==> config.mk <==
export PLATFORM = sky130hd
export DESIGN_NAME = coin_sched
export DESIGN_NICKNAME = d
export VERILOG_FILES = /design/src/rtl/space_race_pkg.sv /design/src/rtl/coin_debounce.sv /design/src/rtl/coin_sched.sv
export SDC_FILE = /design/constraint.sdc
export NUM_CORES = 1
export LEC_CHECK = 0
export BUFFER_PORTS_ARGS = -buffer_cell sky130_fd_sc_hd__buf_2
export CAP_MARGIN = 15
export CORE_ASPECT_RATIO = 1.25
export CORE_MARGIN = 2
export CORE_UTILIZATION = 42
export DETAILED_ROUTE_END_ITERATION = 10
export PLACE_DENSITY = 0.68
export SLEW_MARGIN = 20
export SYNTH_ARGS = -nofsm -noshare
export SYNTH_HDL_FRONTEND = slang
export SYNTH_SLANG_ARGS = --single-unit
export TNS_END_PERCENT = 20
==> constraint.sdc <==
create_clock -name clk_sys -period 3.4 [get_ports clk_sys]
set_input_delay 0.34 -clock clk_sys [delete_from_list [all_inputs] [get_ports clk_sys]]
set_output_delay 0.34 -clock clk_sys [all_outputs]
set_load 0.01 [all_outputs]
==> src/rtl/space_race_pkg.sv <==
`default_nettype none
//------------------------------------------------------------------------------
// Module      : space_race_pkg
// Description : Shared coin scheduler FSM state type and default timing values.
// Revision    : 1.0 - initial release
//------------------------------------------------------------------------------
package space_race_pkg;

    typedef enum logic [1:0] {
        IDLE  = 2'd0,
        PULSE = 2'd1,
        GAP   = 2'd2
    } coin_state_t;

    // 10.5 ms high, 21 ms guard at 57.272 MHz
    localparam int COIN_PULSE_CNT = 600000;
    localparam int COIN_GAP_CNT   = 1200000;

endpackage
`default_nettype wire

==> src/rtl/coin_debounce.sv <==
`default_nettype none
//------------------------------------------------------------------------------
// Module      : coin_debounce
// Description : 1-bit level debouncer; present only when COIN_DEBOUNCE_EN is set.
// Revision    : 1.0 - initial release
//------------------------------------------------------------------------------
`ifdef COIN_DEBOUNCE_EN
module coin_debounce #(
    parameter int DEB_CNT = 57272
) (
    input  logic clk_sys,
    input  logic reset_n,
    input  logic din,
    output logic dout
);

    localparam int                 c_cnt_w = (DEB_CNT > 1) ? $clog2(DEB_CNT) : 1;
    localparam logic [c_cnt_w-1:0] c_last  = c_cnt_w'(DEB_CNT - 1);

    logic [c_cnt_w-1:0] r_cnt;
    logic               r_level;

    // The counter only advances while the input disagrees with the held level
    always_ff @(posedge clk_sys or negedge reset_n) begin
        if (!reset_n) begin
            r_cnt   <= '0;
            r_level <= 1'b0;
        end else if (din == r_level) begin
            r_cnt <= '0;
        end else if (r_cnt == c_last) begin
            r_level <= din;
            r_cnt   <= '0;
        end else begin
            r_cnt <= r_cnt + c_cnt_w'(1);
        end
    end

    assign dout = r_level;

endmodule
`endif
`default_nettype wire

==> src/rtl/coin_sched.sv <==
`default_nettype none
//------------------------------------------------------------------------------
// Module      : coin_sched
// Description : Queues coin presses and replays them as timed COIN_SW pulses,
//               gating START_GAME around them. COIN_DEBOUNCE_EN adds debouncers.
// Revision    : 1.0 - initial release
//------------------------------------------------------------------------------
module coin_sched
    import space_race_pkg::*;
#(
    parameter int PULSE_CNT   = COIN_PULSE_CNT,
    parameter int GAP_CNT     = COIN_GAP_CNT,
    parameter int QUEUE_DEPTH = 4,
    parameter int DEB_CNT     = 57272
) (
    input  logic       clk_sys,
    input  logic       reset_n,
    input  logic [1:0] coin_in,
    input  logic [1:0] start_in,
    input  logic       credit_light_n,
    output logic       coin_sw,
    output logic       start_game,
    output logic [2:0] pending,
    output logic       overflow
);

    localparam int                 c_cnt_max   = (PULSE_CNT > GAP_CNT) ? PULSE_CNT : GAP_CNT;
    localparam int                 c_cnt_w     = (c_cnt_max > 1) ? $clog2(c_cnt_max) : 1;
    localparam logic [c_cnt_w-1:0] c_pulse_last = c_cnt_w'(PULSE_CNT - 1);
    localparam logic [c_cnt_w-1:0] c_gap_last   = c_cnt_w'(GAP_CNT - 1);
    localparam logic [3:0]         c_depth      = 4'(QUEUE_DEPTH);

    if (QUEUE_DEPTH < 1 || QUEUE_DEPTH > 7 || DEB_CNT < 1) begin : g_bad_param
        $error("coin_sched: QUEUE_DEPTH must be 1..7 and DEB_CNT at least 1");
    end

    logic [1:0]         w_coin_lvl;
    logic [1:0]         r_coin_prev;
    logic [1:0]         w_rise;
    logic               w_launch;
    logic [3:0]         w_q_sum;
    logic [2:0]         r_q;
    logic               r_overflow;
    coin_state_t        r_state;
    logic [c_cnt_w-1:0] r_cnt;
    logic               r_coin_sw;
    logic               r_start_game;

`ifdef COIN_DEBOUNCE_EN
    for (genvar gi = 0; gi < 2; gi++) begin : g_deb
        coin_debounce #(
            .DEB_CNT (DEB_CNT)
        ) u_deb (
            .clk_sys (clk_sys),
            .reset_n (reset_n),
            .din     (coin_in[gi]),
            .dout    (w_coin_lvl[gi])
        );
    end
`else
    assign w_coin_lvl = coin_in;
`endif

    assign w_rise = w_coin_lvl & ~r_coin_prev;

    // A new pulse may start from IDLE or straight out of the final GAP cycle,
    // so back-to-back rising edges are exactly PULSE_CNT+GAP_CNT apart.
    assign w_launch = (r_q != 3'd0) && credit_light_n &&
                      ((r_state == IDLE) || ((r_state == GAP) && (r_cnt == c_gap_last)));

    assign w_q_sum = {1'b0, r_q} + {3'b000, w_rise[0]} + {3'b000, w_rise[1]}
                   - {3'b000, w_launch};

    always_ff @(posedge clk_sys or negedge reset_n) begin
        if (!reset_n) begin
            r_coin_prev <= 2'b00;
            r_q         <= 3'd0;
            r_overflow  <= 1'b0;
        end else begin
            r_coin_prev <= w_coin_lvl;
            if (w_q_sum > c_depth) begin
                r_q        <= c_depth[2:0];
                r_overflow <= 1'b1;
            end else begin
                r_q        <= w_q_sum[2:0];
                r_overflow <= 1'b0;
            end
        end
    end

    always_ff @(posedge clk_sys or negedge reset_n) begin
        if (!reset_n) begin
            r_state      <= IDLE;
            r_cnt        <= '0;
            r_coin_sw    <= 1'b0;
            r_start_game <= 1'b0;
        end else begin
            case (r_state)
                IDLE: begin
                    if (w_launch) begin
                        r_state      <= PULSE;
                        r_cnt        <= '0;
                        r_coin_sw    <= 1'b1;
                        r_start_game <= 1'b0;
                    end else begin
                        r_start_game <= |start_in;
                    end
                end
                PULSE: begin
                    r_start_game <= 1'b0;
                    if (r_cnt == c_pulse_last) begin
                        r_state   <= GAP;
                        r_cnt     <= '0;
                        r_coin_sw <= 1'b0;
                    end else begin
                        r_cnt <= r_cnt + c_cnt_w'(1);
                    end
                end
                GAP: begin
                    r_start_game <= 1'b0;
                    if (r_cnt == c_gap_last) begin
                        r_cnt <= '0;
                        if (w_launch) begin
                            r_state   <= PULSE;
                            r_coin_sw <= 1'b1;
                        end else begin
                            r_state <= IDLE;
                        end
                    end else begin
                        r_cnt <= r_cnt + c_cnt_w'(1);
                    end
                end
                default: begin
                    r_state      <= IDLE;
                    r_cnt        <= '0;
                    r_coin_sw    <= 1'b0;
                    r_start_game <= 1'b0;
                end
            endcase
        end
    end

    assign coin_sw    = r_coin_sw;
    assign start_game = r_start_game;
    assign pending    = r_q;
    assign overflow   = r_overflow;

endmodule
`default_nettype wire

==> results of run 1 <==
-- critical path, cell delays in order (launching register included) --
cell	delay (ns)
dfrtp_1	0.40
ha_1	0.18
or4b_4	0.49
nand2b_4	0.18
nor4_2	0.29
nor2_1	0.07
nor2_1	0.10
ha_1	0.13
inv_1	0.05
fa_1	0.42
fa_1	0.42
xnor2_2	0.18
and2_1	0.15
inv_1	0.03
-- per-layer routing --
layer / vias to the layer above / global-route usage / wire (microns)
li1: 668 / - / -
met1: 674 / 0.2037 / 1599
met2: 20 / 0.2823 / 1843
met3: 4 / 0.04754 / 111
met4: 0 / 0.06383 / 68
met5: - / 0 / 0
-- through the flow --
step / instances / setup slack, ns / instance area [sq um] / utilization / power (mW)
after global routing: 250 / 0.007503 / 1981 / 0.4871 / 0.6753
after CTS: 250 / 0.1179 / 1967 / 0.4837 / 0.6568
final: 250 / 0.2311 / 1981 / 0.4871 / 0.6494
after detailed placement: 244 / 0.1213 / 1894 / 0.4658 / 0.4009
after floorplan: 178 / 0.2754 / 1768 / - / 0.3859
after global placement: 244 / 0.1699 / 1894 / 0.4658 / 0.4011
-- power by group --
part	internal, mW	leakage [nW]	switching, mW
Clock	0.136	0.0371	0.120
Combinational	0.00729	0.427	0.0139
Sequential	0.372	0.365	0.000583
Total	0.515	0.828	0.135
-- layout make-up --
cell class                 instances  area (sq um)  area share
clock buffer                       6         72.57     0.03664
timing repair buffer              15         82.58     0.04169
inverter                          12         45.04     0.02274
tap                               56         70.07     0.03538
multi-input combinational        130         934.6      0.4719
sequential                        31         775.7      0.3917
-- sequential cells by signal, indices dropped and copies added, names as in the netlist --
name / flops
coin_sw: 1
overflow: 1
pending: 3
r_cnt: 21
r_coin_prev: 2
r_state: 2
start_game: 1
-- cell usage in the layout (no fill, tap or decap), types with 2 or more instances in the layout --
| master | synthesis | routed |
|---|---|---|
| nor2_1 | 12 | 12 |
| nor4b_1 | 2 | 2 |
| and3_1 | 4 | 4 |
| a21oi_1 | 20 | 20 |
| nand2b_1 | 2 | 2 |
| xnor2_1 | 13 | 12 |
| buf_2 | 0 | 12 |
| a31oi_1 | 2 | 2 |
| o31a_1 | 2 | 2 |
| inv_1 | 12 | 12 |
| dfrtp_1 | 31 | 31 |
| nand4_1 | 10 | 10 |
| xor2_1 | 8 | 8 |
| nor2b_1 | 2 | 2 |
| nand3_1 | 9 | 9 |
| buf_4 | 2 | 3 |
| o21ai_1 | 2 | 2 |
| nand2_1 | 8 | 8 |
| o21ai_0 | 3 | 3 |
| ha_1 | 8 | 8 |
| nor3_1 | 2 | 2 |
| clkbuf_8 | 0 | 5 |
| nor4_1 | 4 | 3 |
| fa_1 | 2 | 2 |
-- worst paths after layout --
path,depth (start not counted),startpoint,to,slack [ns]
min,1,reset_n,start_game,0.10
max in group asynchronous,1,reset_n,r_cnt[4],2.86
min in group clk_sys,1,coin_in[1],r_coin_prev[1],0.18
max reg2reg,13,r_cnt[0],pending[2],0.23
min reg2reg,1,r_state[1],r_state[1],0.56
max,13,r_cnt[0],pending[2],0.23
-- cell families (layout without fill, tap and decap cells) --
logic type | after synthesis | after routing | synth area share
DFF | 31 | 31 | 0.4388
AOI/OAI and AO/OA | 39 | 39 | 0.1458
adders and majority gates | 10 | 10 | 0.07927
muxes | 1 | 1 | 0.006369
buffers and inverters | 17 | 33 | 0.04033
xor gates and xnor gates | 21 | 21 | 0.1040
and+or+nand+nor | 59 | 59 | 0.1854
-- repair_timing --
action / CTS / global route
endpoints found under the hold margin: 0 / 0
buffers inserted: 0 / 0
hold buffers: 0 / 0
endpoints found under the setup margin: 0 / 4
gates resized for setup: 0 / 2
==> results by group, run 1 <==
Run status
  • Status: completed

Setup path
  • CP Class: reg2reg
  • Worst Setup End Kind: flop
  • Crit Path Max Fanout: 5
  • CP Data Arrival Time: 3.34 ns
  • CP Data Required Time: 3.58 ns
  • CP Launch Type: flop

Timing
  • Fmax: 315.6 MHz
  • Final period utilization: 0.9320
  • Slew Viols, Final: 0
  • Tmin final: 3.169 ns
  • Sum Neg Setup Slack: 0 ns
  • RSZ-0062 raised after global routing: no
  • Endpoints failing setup: 0
  • Final Skew: 0.005571 ns
  • Final Hold Viols: 0
  • Slew @ Worst Pin: 0.8660 ns
  • Hold Slack: 0.1006 ns
  • Relative slew slack: 0.4213

Global routing
  • Initial antenna violation count: 0
  • GRT Util Overall: 0.1713
  • First-pass GRT wire length: 6078 microns
  • Total gr overflow: 0
  • Largest net degree at the start of global routing: 32
  • Number of global-route vias before repair: 1,405

Finish
  • Share of post-route cells with drive strength above 1: 0.1392
  • Area delta synth->final: 12.03%
  • Fillers: 406
  • Nets: 212
  • Diodes inserted: 0

CTS
  • Clock Sinks: 31
  • Root Buffer Master: clkbuf_8
  • CTS tree: built
  • Worst-skew pair later-pin latency: 0.28 ns
  • Cts bufs inserted: 5
  • Reg clk slew, reported paths: 0.06 ns
  • Max H-tree Level: 2
  • CTS Buffer Depth: 2

Routing
  • Iteration count of the initial detailed-routing pass: 4
  • Final Routed Wirelength: 3622 microns
  • Post-route DRC violation count: 0
  • Vias/cell: 5.464
  • Via count: 1,366
  • WL/cell: 14.49 microns
  • DRT antenna net count: 0
  • Initial DRC Count: 54

Yosys
  • Largest area contributor in the netlist: dfrtp_1
  • Top post-synthesis cells by count: 31 x dfrtp_1, 20 x a21oi_1, 13 x xnor2_1, 12 x inv_1, 12 x nor2_1
  • Top area cells in the synthesized netlist: dfrtp_1 44%, xnor2_1 6.4%, a21oi_1 5.7%
  • Post-synth EDFFs: 0
  • Count of cell types in the netlist: 38
  • Most frequent cell after synthesis: dfrtp_1
  • Yosys Warn Count: 0
  • Top FF cell, synth: dfrtp_1
  • Post-synthesis instance total: 178
  • Mapped Area: 1768 sq um
  • Asr flop ratio synth: 1.000
  • Sequential fraction of the synthesis area: 0.4388
  • Seq cells post-synth: 31
  • Syn nets: 195
  • Mean Syn Cell Area: 9.932 sq um
  • Yosys top cell area share: 0.4388

Floorplan
  • Die X: 62.03 microns
  • DIE HEIGHT: 76.54 microns
  • Die area: 4748 sq um
  • Core footprint: 4066 sq um
  • I/O pin count: 13
  • Rows: 26
  • Initial Utilization: 0.4348

Power and ir drop
  • Leak: 0.8284 nW
  • VDD IR max: 0.2347 mV
  • Pwr Density: 327.9 nW/um^2

Run
  • Max cap viols: 0

Min path
  • HP Class: in2async

Placed design
  • Placer's final routability congestion estimate: 0.8082
  • IO Port Bufs: 12
  • Hpwl dp: 2544 microns
No activity file was read; power rests on OpenSTA's default activity.
==> run 2: changes to the inputs <==
Settings changed: REMOVE_ABC_BUFFERS set to 1.
==> results by group, run 2 (same netlist as run 1, synthesis figures left out) <==
Run status
  • Status: completed

Power and ir drop
  • Pwr Density: 397.8 nW/um^2 (+21%)
  • Clock power share: 0.521 (+0.127)
  • VDD IR max: 0.2418 mV (+3.0%)
  • Switching power share of the total: 0.1818 (-0.02539)
  • Leak: 0.8770 nW (+5.9%)
  • Net Sw Power: 0.1492 mW (+11%)
  • Logic pwr share: 0.026 (-0.007)
  • Sequential Power Share: 0.453 (-0.120)
  • Internal power: 0.6715 mW (+30%)

Routing
  • Initial DRC Count: 62 (+15%)
  • Iteration count of the initial detailed-routing pass: 4 (unchanged)
  • Final Routed Wirelength: 3610 microns (-0.33%)
  • WL/cell: 14.33 microns (-1.1%)
  • Post-route DRC violation count: 0 (unchanged)
  • Via count: 1,385 (+1.4%)
  • DRT antenna net count: 0 (unchanged)
  • Vias/cell: 5.496 (+0.59%)

Placed design
  • IO Port Bufs: 12 (unchanged)
  • Area post-placement: 1894 sq um (unchanged)
  • Hpwl dp: 2572 microns (+1.1%)
  • Placer's final routability congestion estimate: 0.7214 (-11%)

Timing
  • Relative slew slack: 0.4413 (+0.02006)
  • RSZ-0062 raised after global routing: no
  • Sum Neg Setup Slack: 0 ns (unchanged)
  • Slew @ Worst Pin: 0.8360 ns (-0.03001 ns)
  • Slew Viols, Final: 0 (unchanged)
  • Tmin final: 3.179 ns (+0.01042 ns)
  • Final period utilization: 0.9351 (+0.003064)
  • Fmax: 314.5 MHz (-0.33%)
  • Final Hold Viols: 0 (unchanged)
  • Final Skew: 0.007949 ns (+0.002378 ns)
  • Endpoints failing setup: 0 (unchanged)

Finish
  • Nets: 212 (unchanged)
  • Diodes inserted: 0 (unchanged)
  • Register area: 775.7 sq um (unchanged)
  • Post-route cell area: 2063 sq um (+4.2%)
  • Top reg by flops: r_cnt
  • Multi-input gate area: 957.2 sq um (+2.4%)
  • Area delta synth->final: 16.70%
  • Fillers: 385 (-5.2%)
  • Share of post-route cells with drive strength above 1: 0.1633 (+0.02409)
  • Commonest non-fill, non-tap cell in the layout: dfrtp_1
  • Final core utilization: 0.5074 (+0.02031)
  • Max FFs per register: 21 (unchanged)
  • Most frequent cells in the layout: 31 x dfrtp_1, 19 x a21oi_1, 12 x inv_1, 12 x nor2_1, 12 x buf_2

Global routing
  • First-pass GRT wire length: 6272 microns (+3.2%)
  • Largest net degree at the start of global routing: 32 (unchanged)
  • Initial antenna violation count: 0 (unchanged)
  • GRT Util Overall: 0.1752 (+0.003944)
  • Total gr overflow: 0 (unchanged)
  • Number of global-route vias before repair: 1,376 (-2.1%)

Floorplan
  • DIE HEIGHT: 76.54 microns (unchanged)
  • Core footprint: 4066 sq um (unchanged)
  • Initial Utilization: 0.4348 (unchanged)
  • I/O pin count: 13 (unchanged)
  • Rows: 26 (unchanged)
  • Die X: 62.03 microns (unchanged)
  • Die area: 4748 sq um (unchanged)

CTS
  • Cts bufs inserted: 5 (unchanged)
  • Root Buffer Master: clkbuf_8
  • Reg clk slew, reported paths: 0.07 ns (about the same)
  • Max H-tree Level: 2 (unchanged)
  • CTS Buffer Depth: 2 (unchanged)
  • Post-CTS Resized: 0 (unchanged)
  • Post-CTS setup buffer count: 0 (unchanged)
  • CTS tree: built
  • Worst-skew pair later-pin latency: 0.29 ns (about the same)
  • Clock Sinks: 31 (unchanged)
  • Hold_buf cts: 0 (unchanged)

Setup path
  • CP Data Arrival Time: 3.36 ns (+0.02 ns)
  • CP Depth: 13 (unchanged)
  • FF-to-FF Start: r_cnt[0]
  • Worst path cell trace: ha_1 > or4b_4 > nand2b_4 > nor4_4 > nor2_1 > nor2_1 > ha_1 > inv_1 > fa_1 > fa_2 > xnor2_2 > and2_1 > inv_1
  • RR Endpoint: pending[2]
  • CP max-delay cell: or4b_4
  • CP Launch Type: flop
  • R2R Setup Slk: 0.22 ns (about the same)
  • CP Buf/Inv Count: 2 (unchanged)
  • Crit Path Max Fanout: 5 (unchanged)
  • CP delay by family, top: simple AND/OR/NAND/NOR gates
  • Max incr delay on CP: 0.48 ns (about the same)
  • CP Class: reg2reg
  • CP Data Required Time: 3.58 ns (about the same)
  • Worst Setup End Kind: flop
  • Reg2Reg Depth: 13 (unchanged)

Min path
  • HP Class: in2async

Run
  • Max cap viols: 0 (unchanged)
[run 2: changes by cell type in the layout (fill, tap and decap cells not counted), sizes merged]
cell    delta
bufinv     +2
[run 2: final cells by class]
type                    instances  share of cell area
multi-input cells             130              0.4639
inverters                      12             0.02183
clock inverters                 2             0.02911
clock buffers                   6             0.03517
flip-flops and latches         31              0.3760
repair buffers                 15             0.04002
well taps                      56             0.03396
[run 2: worst reg2reg max path, delay by kind of cell, from the launching register on]
kind,cells,cell delay (ns)
and+or+nand+nor,6,1.27
adders and majority gates,4,1.12
DFF,1,0.40
xor gates and xnor gates,1,0.21
buffers and inverters,2,0.08
[run 2: power groups by stage]
stage / combinational (mW) / clock (mW) / sequential [mW]
after floorplan: 0.00635 / 0 / 0.380
after global placement: 0.0219 / 0 / 0.379
after detailed placement: 0.0224 / 0 / 0.379
after CTS: 0.0225 / 0.438 / 0.372
after global routing: 0.0251 / 0.453 / 0.372
final: 0.0217 / 0.427 / 0.372
[run 2: per-layer routing]
metal | global-route usage | up-vias | share of wire
met2 | 0.2656 | 27 | 0.50
met1 | 0.2257 | 682 | 0.45
met5 | 0 | - | 0
met4 | 0.08723 | 0 | 0.024
met3 | 0.04244 | 7 | 0.027
li1 | - | 669 | -
[run 2: through the flow]
step                      hold slack [ns]  power [mW]  setup slack [ns]  std cells
after floorplan                   0.04441      0.3859            0.2754        173
after global placement             0.4136      0.4005            0.1832        244
after detailed placement           0.4200      0.4010           0.09742        244
after CTS                          0.1061      0.8321           0.07689        252
after global routing               0.1352      0.8500          0.007813        252
final                             0.08476      0.8207            0.2207        252
[run 2: how the worst max path moves through the flow]
| stage | from | end |
|---|---|---|
| floorplan | r_cnt[0] | pending[2] |
| global placement | r_cnt[0] | pending[2] |
| detailed placement | r_cnt[0] | pending[2] |
| CTS | r_cnt[0] | pending[2] |
| global route | r_cnt[0] | pending[2] |
| finish | r_cnt[0] | pending[2] |
==> run 3: changes to the inputs <==
Settings changed: CORE_ASPECT_RATIO 1.25 to 1.4.
==> results by group, run 3 (same netlist as run 1, synthesis figures left out) <==
Timing
  • Worst setup margin: 0.2386 ns (+0.01794 ns)
  • Hold Slack: 0.08238 ns (-0.002384 ns)
  • Tmin final: 3.161 ns (-0.01794 ns)
  • Relative slew slack: 0.4453 (+0.004023)
  • RSZ-0062 raised after global routing: no
  • Final Hold Viols: 0 (unchanged)
  • Fmax: 316.3 MHz (+0.57%)
  • Slew @ Worst Pin: 0.8300 ns (-0.006020 ns)
  • Slew Viols, Final: 0 (unchanged)
  • Sum Neg Setup Slack: 0 ns (unchanged)
  • Final period utilization: 0.9298 (-0.005276)
  • Final Skew: 0.003487 ns (-0.004462 ns)
  • Endpoints failing setup: 0 (unchanged)

Floorplan
  • Initial Utilization: 0.4435 (+0.008734)
  • I/O pin count: 13 (unchanged)
  • Die area: 4752 sq um (about the same)
  • Core footprint: 3986 sq um (-2.0%)
  • Die X: 58.84 microns (-5.2%)
  • DIE HEIGHT: 80.77 microns (+5.5%)
  • Rows: 27 (+3.8%)

Finish
  • Fin cells: 241 (-4.4%)
  • Top reg by flops: r_cnt
  • Most frequent cells in the layout: 31 x dfrtp_1, 20 x a21oi_1
  • Max FFs per register: 21 (unchanged)
  • Post-route cell area: 2033 sq um (-1.5%)
  • Diodes inserted: 0 (unchanged)
  • Area delta synth->final: 15.00%
  • Nets: 214 (+0.94%)
  • Commonest non-fill, non-tap cell in the layout: dfrtp_1
  • Share of post-route cells with drive strength above 1: 0.1616 (-0.001649)

Placed design
  • Area post-placement: 1886 sq um (-0.46%)
  • Hpwl dp: 2613 microns (+1.6%)
  • Placer's final routability congestion estimate: 0.8631 (+20%)
  • Placed Cells: 232 (-4.9%)
  • IO Port Bufs: 12 (unchanged)
  • Dpl ws: 0.08050 ns (-0.01691 ns)

Global routing
  • Total gr overflow: 0 (unchanged)
  • First-pass GRT wire length: 6320 microns (+0.77%)
  • Largest net degree at the start of global routing: 32 (unchanged)
  • GRT Util Overall: 0.1778 (+0.002530)
  • Initial antenna violation count: 0 (unchanged)
  • Number of global-route vias before repair: 1,410 (+2.5%)

Routing
  • Initial DRC Count: 78 (+26%)
  • Via count: 1,364 (-1.5%)
  • Final Routed Wirelength: 3614 microns (+0.11%)
  • DRT antenna net count: 0 (unchanged)
  • WL/cell: 15.00 microns (+4.7%)
  • Vias/cell: 5.660 (+3.0%)
  • Post-route DRC violation count: 1 (+1)
  • Iteration count of the initial detailed-routing pass: 7 (+3)

CTS
  • Reg clk slew, reported paths: 0.06 ns (about the same)
  • Cts bufs inserted: 5 (unchanged)
  • Clock Sinks: 31 (unchanged)
  • Max H-tree Level: 2 (unchanged)
  • Root Buffer Master: clkbuf_8
  • Hold_buf cts: 0 (unchanged)
  • CTS Buffer Depth: 2 (unchanged)
  • Worst-skew pair later-pin latency: 0.29 ns (about the same)
  • CTS tree: built

Setup path
  • Crit Path Max Fanout: 4 (-1)
  • FF-to-FF Start: r_cnt[1]
  • Worst Setup End Kind: flop
  • CP Data Required Time: 3.58 ns (about the same)
  • CP Data Arrival Time: 3.35 ns (about the same)
  • Max incr delay on CP: 0.47 ns (about the same)
  • CP max-delay cell: or4b_4
  • Worst path cell trace: ha_1 > or4b_4 > nand2b_4 > nor4_4 > nor2_1 > nor2_1 > ha_1 > inv_1 > fa_1 > fa_1 > xnor2_2 > and2_1 > inv_1
  • CP Class: reg2reg
  • CP Launch Type: flop
  • CP Launch Point: r_cnt[1]
  • CP delay by family, top: simple AND/OR/NAND/NOR gates
  • CP Buf/Inv Count: 2 (unchanged)

Power and ir drop
  • Leak: 0.8789 nW (+0.22%)
  • VDD IR max: 0.2848 mV (+18%)
  • Pwr Density: 378.2 nW/um^2 (-4.9%)

Run status
  • Failing checks: DRC
  • Status: complete, but fails checks

Min path
  • HP Class: in2async

Run
  • Max cap viols: 0 (unchanged)
## run 3: final timing paths
path	end	slack [ns]	depth (start not counted)
min in group clk_sys	r_coin_prev[1]	0.17	1
min reg2reg	r_state[1]	0.56	1
min	r_cnt[11]	0.08	1
max reg2reg	pending[2]	0.24	13
max in group asynchronous	r_cnt[20]	2.87	1
max	pending[2]	0.24	13
## run 3: power breakdown
group | internal (mW) | leakage, nW | switching, mW | total (mW)
Sequential | 0.371 | 0.365 | 0.000475 | 0.372
Combinational | 0.00746 | 0.453 | 0.0143 | 0.0218
Clock | 0.237 | 0.0612 | 0.139 | 0.375
Total | 0.616 | 0.879 | 0.153 | 0.769
## run 3: worst register-to-register path: stages (launching register included)
cell and delay (ns):
dfrtp_1 0.38, ha_1 0.17, or4b_4 0.47, nand2b_4 0.18
nor4_4 0.28, nor2_1 0.06, nor2_1 0.11, ha_1 0.15
inv_1 0.05, fa_1 0.42, fa_1 0.42, xnor2_2 0.19
and2_1 0.15, inv_1 0.03
## run 3: timing repair
action                                  4_1_cts  5_1_grt
resized for setup                             0        3
endpoints found under the setup margin        0        4
endpoints found under the hold margin         0        0
buffers inserted                              0        1
## run 3: layout make-up
type,instances,area (sq um)
Clock inverter,2,35.03
Tap cell,43,53.80
Sequential cell,31,775.7
Clock buffer,6,82.58
Multi-Input combinational cell,130,943.4
Inverter,12,45.04
Fill cell,391,1953
Timing Repair Buffer,17,97.59
## run 3: metal layers
layer / up-vias / share of wire / global-route usage / wire length [microns]
met1: 655 / 0.43 / 0.2092 / 1539
met3: 8 / 0.043 / 0.03981 / 154
met4: 0 / 0.025 / 0.1023 / 89
met2: 30 / 0.51 / 0.2933 / 1830
li1: 671 / - / - / -
met5: - / 0 / 0 / 0
## run 3: per-stage QoR
stage	utilization	power (mW)
after floorplan	-	0.3859
after global placement	0.4730	0.4009
after detailed placement	0.4730	0.4014
after CTS	0.5025	0.7760
after global routing	0.5100	0.7988
final	0.5100	0.7689
